`src/rtl/demux_stream_router.sv`:
```
// Registered 1-to-4 valid/ready stream router: holds one beat and steers it to an addressed or round-robin channel.
// Optional per-channel saturating beat counters are enabled by defining DEMUX_BEAT_COUNT_EN.
module demux_stream_router #(
  parameter int DW = 8
`ifdef DEMUX_BEAT_COUNT_EN
  , parameter int CNT_W = 8
`endif
) (
  input  logic          clk,
  input  logic          rst,
  input  logic          mode,
  input  logic          in_valid,
  input  logic [1:0]    in_sel,
  input  logic [DW-1:0] in_data,
  output logic          in_ready,
  output logic [3:0]    out_valid,
  output logic [DW-1:0] out_data,
  input  logic [3:0]    out_ready,
  output logic [1:0]    rr_ptr
`ifdef DEMUX_BEAT_COUNT_EN
  , output logic [4*CNT_W-1:0] beat_cnt
`endif
);

  typedef enum logic {EMPTY, FULL} state_t;

  state_t     state;
  logic       in_fire;
  logic       out_fire;
  logic [1:0] ch;

  // out_valid is one-hot, so only the held channel's ready bit can complete a transfer.
  assign out_fire = |(out_valid & out_ready);
  assign in_ready = (state == EMPTY) || out_fire;
  assign in_fire  = in_valid && in_ready;
  assign ch       = mode ? rr_ptr : in_sel;

  // NOTE: state registers use non-blocking assignments so every flop samples pre-edge values.
  always_ff @(posedge clk) begin
    if (rst) begin
      state     <= EMPTY;
      out_valid <= 4'b0000;
      out_data  <= '0;
      rr_ptr    <= 2'b00;
    end else if (in_fire) begin
      // Loading over a draining beat is the same path, so there is no bubble.
      state     <= FULL;
      out_valid <= 4'b0001 << ch;
      out_data  <= in_data;
      if (mode) rr_ptr <= rr_ptr + 2'd1;
    end else if (out_fire) begin
      state     <= EMPTY;
      out_valid <= 4'b0000;
    end
  end

`ifdef DEMUX_BEAT_COUNT_EN
  for (genvar n = 0; n < 4; n++) begin : g_cnt
    logic [CNT_W-1:0] cnt;

    always_ff @(posedge clk) begin
      if (rst) begin
        cnt <= '0;
      end else if (out_valid[n] && out_ready[n] && (cnt != {CNT_W{1'b1}})) begin
        cnt <= cnt + 1'b1;
      end
    end

    assign beat_cnt[n*CNT_W +: CNT_W] = cnt;
  end
`endif

endmodule

```
`config.mk`:
```
export PLATFORM = sky130hd
export DESIGN_NAME = demux_stream_router
export DESIGN_NICKNAME = d
export VERILOG_FILES = /design/src/rtl/demux_stream_router.sv
export SDC_FILE = /design/constraint.sdc
export NUM_CORES = 1
export LEC_CHECK = 0
export CAP_MARGIN = 20
export CORE_MARGIN = 5
export CORE_UTILIZATION = 44
export CTS_CLUSTER_DIAMETER = 60
export DETAILED_ROUTE_END_ITERATION = 8
export PLACE_DENSITY_LB_ADDON = 0.12
export SYNTH_ARGS = -nofsm -noshare
export SYNTH_HDL_FRONTEND = slang
export SYNTH_SLANG_ARGS = --single-unit
```
`constraint.sdc`:
```
create_clock -name clk -period 3.63 [get_ports clk]
set_input_delay 0.363 -clock clk [delete_from_list [all_inputs] [get_ports clk]]
set_output_delay 0.363 -clock clk [all_outputs]
set_load 0.01 [all_outputs]
```
==> results by group <==
Final layout
  – FILL cells: 146
  – Final nets: 132
  – Final Cell Area: 1130 µm²
  – # diodes: 0
  – Area Growth Syn to Fin: 46.1%
  – Layout cells sized above 1: 7.08%

STA
  – Slew Viols, Final: 0
  – RSZ-0062 raised after global routing: no
  – Fin crit share: 64.0%
  – Final worst clock skew: 0.00410 ns
  – Slew of the pin with the lowest slew margin: 0.764 ns
  – Max-slew headroom: 48.9%
  – Final setup viols: 0
  – Final setup TNS: 0 ns
  – Endpoints failing hold: 0
  – Highest Clock Rate: 431 MHz
  – Crit path time final: 2.32 ns

Placement
  – Dpl cell area: 1110 µm²
  – I/O Buffers: 32
  – Routability cong.: 0.706
  – Post-DP HPWL: 1430 µm

Worst setup path
  – Critical Path Source Type: input port
  – R2R cell count: 3
  – Reg2reg setup slack: 2.22 ns
  – Crit path from: out_ready[2]
  – Worst Path Arrival: 1.96 ns
  – CP Data Required Time: 3.27 ns
  – R2r startpoint: out_valid[2]
  – CP cell instances: clkdlybuf4s50_1, a22oi_1, nand3_1, clkdlybuf4s50_1
  – WP buf/inv: 2
  – Kind of critical path: input port to output port
  – CP peak stage delay: 0.53 ns
  – Crit path top cell by count: clkdlybuf4s50_1
  – Top delay family on crit path: buffers and inverters
  – Critical path peak fanout: 3
  – Slowest cell on crit path: clkdlybuf4s50_1
  – Cell depth of the worst setup path: 4
  – Crit. End Element: output port
  – Reg2reg end: out_valid[3]

Floorplan
  – # rows: 15
  – Chip height: 52.0 µm
  – Initial Util: 45.4%
  – Die area: 2700 µm²
  – Core Area: 1710 µm²
  – Die W: 52.0 µm
  – I/O pins: 33

Global routing
  – First-pass GRT wire length: 3090 µm
  – Total GRT Usage: 15.3%
  – GR Layer Usage met2: 25.9%
  – Top Usage Layer GRT: met2
  – Number of global-route vias before repair: 695
  – Initial antenna violation count: 0
  – M1 GR Usage: 18.2%
  – Largest net degree at the start of global routing: 28
  – GRT Residual Overflow: 0
  – Met3 Use GR: 4.01%

Synth
  – Synth Warn #: 0
  – Netlist Area Pre-Place: 776 µm²
  – Post-synth top flop: dfxtp_1
  – Post-Syn Area per Cell: 9.58 µm²
  – Synth area leader: dfxtp_1
  – Post-synthesis register bit count: 15
  – Synth area leaders: dfxtp_1 (39%), nand2b_1 (13%), mux2i_1 (10%)
  – Syn nets: 99
  – Cell variety after synth: 26
  – Synthesized instance count: 81
  – EDFF count, synth: 0
  – Top-area cell type share of the netlist area: 38.7%
  – Register area share after synthesis: 38.7%
  – Asr flop ratio synth: 0%

Clocking
  – CTS root buffer: clkbuf_4
  – Buffers from clock root to sink, at most: 2
  – # hold bufs at CTS: 0
  – Post-CTS resize count: 0
  – Clock-pin slew on the worst setup and hold paths: 0.09 ns
  – Clk Latency, worst-skew pair: 0.29 ns
  – Number of CTS-inserted buffers: 3
  – Clock Sink Count: 15
  – CTS tree: built
  – H-tree depth: 1
  – Number of post-CTS setup repair buffers: 0

Detailed routing
  – DRC viols: 0
  – Detailed Route WL: 1890 µm
  – Drt wl/cell: 13.7 µm
  – Via Count: 712
  – Drt first pass iters: 4
  – Final ANT Viol Nets: 0
  – Via/cell ratio: 5.16
  – DR iter-0 viols: 5

Run
  – Max-cap violations: 0

Hold path
  – HP Class: flip-flop to flip-flop
  – Hold Crit Depth: 2
  – Hold_sp: out_data[3]
  – WHS Endpoint: out_data[3]

Power
  – Clock power frac: 25.9%
  – P_sw: 0.000105 W
  – Comb power frac: 25.0%
  – Pwr dens: 331 nW/µm²
  – Seq pwr share: 49.1%
  – Leak: 0.406 nW
  – Sw Ratio: 27.9%
  – Pint: 0.000271 W
  – VDD IR max: 221 µV

Status
  – Status: complete, no violations
-- cell usage after synthesis, types with 2 or more instances --
library cell	n
inv_1	8
a22oi_1	2
buf_2	2
dfxtp_1	15
o32ai_1	4
a31oi_1	4
nand3_1	2
mux2i_1	8
nor2_1	3
nand2b_1	16
o31ai_1	2
-- cell families after synthesis --
group                  count (synthesis)  share of synthesized area, %
AOI/OAI and AO/OA                     20                          23.2
buffers and inverters                 12                          6.61
DFF                                   15                          38.7
muxes                                  9                          11.8
and+or+nand+nor                       25                          19.7
-- layout by cell type (no fill, tap or decap), types with 2 or more instances in the layout --
cell type,netlist,final
dfxtp_1,15,15
inv_1,8,8
nor2_1,3,3
mux2i_1,8,8
nand3_1,2,2
clkdlybuf4s50_1,0,32
o32ai_1,4,4
a22oi_1,2,2
o31ai_1,2,2
a31oi_1,4,4
clkbuf_4,0,3
nand2b_1,16,16
-- worst max path at each step --
stage | to | slack (ns)
6_report | in_ready | 1.31
5_1_grt | in_ready | 1.26
4_1_cts | in_ready | 1.31
3_5_place_dp | in_ready | 1.35
3_3_place_gp | in_ready | 1.38
2_1_floorplan | in_ready | 2.35
-- sequential cells by signal, indices dropped and copies added (netlist names) --
signal and cells:
out_data 8, out_valid 4, rr_ptr 2, state 1
-- worst reg2reg max path, delay by kind of cell, from the launching register on --
family / cells / cell delay (ns)
AO/OA/AOI/OAI: 3 / 0.92
flip-flops: 1 / 0.35
-- layout make-up --
cell class                 instances  area (µm²)  share of cell area [%]
clock buffer                       3        22.5                    1.99
inverter                           8        30.0                    2.65
clock inverter                     1        5.00                   0.442
sequential                        15         300                    26.5
multi-input combinational         54         424                    37.4
timing repair buffer              32         320                    28.3
tap                               25        31.3                    2.76
-- metal layers --
layer | wire, µm | up-vias
li1 | - | 359
met1 | 826 | 328
met2 | 935 | 23
met3 | 108 | 2
met4 | 18 | 0
met5 | 0 | -
-- power by group through the flow --
stage	Clock, W	Sequential, W	Combinational [W]
final	0.0000973	0.000184	0.0000939
after detailed placement	0	0.000188	0.0000940
after CTS	0.0000994	0.000184	0.0000946
after floorplan	0	0.000192	0.0000411
after global placement	0	0.000188	0.0000919
after global routing	0.000110	0.000187	0.000101
-- metrics by stage --
stage	worst slack, ns	utilization [%]	power, W	cells	hold WS, ns
5_1_grt	1.26	66.4	0.000398	138	0.509
4_1_cts	1.31	66.4	0.000378	138	0.486
3_3_place_gp	1.38	64.8	0.000279	134	0.458
6_report	1.31	66.4	0.000376	138	0.479
3_5_place_dp	1.35	64.8	0.000282	134	0.471
2_1_floorplan	2.35	-	0.000233	81	0.492
(Power assumes the default switching activity.)
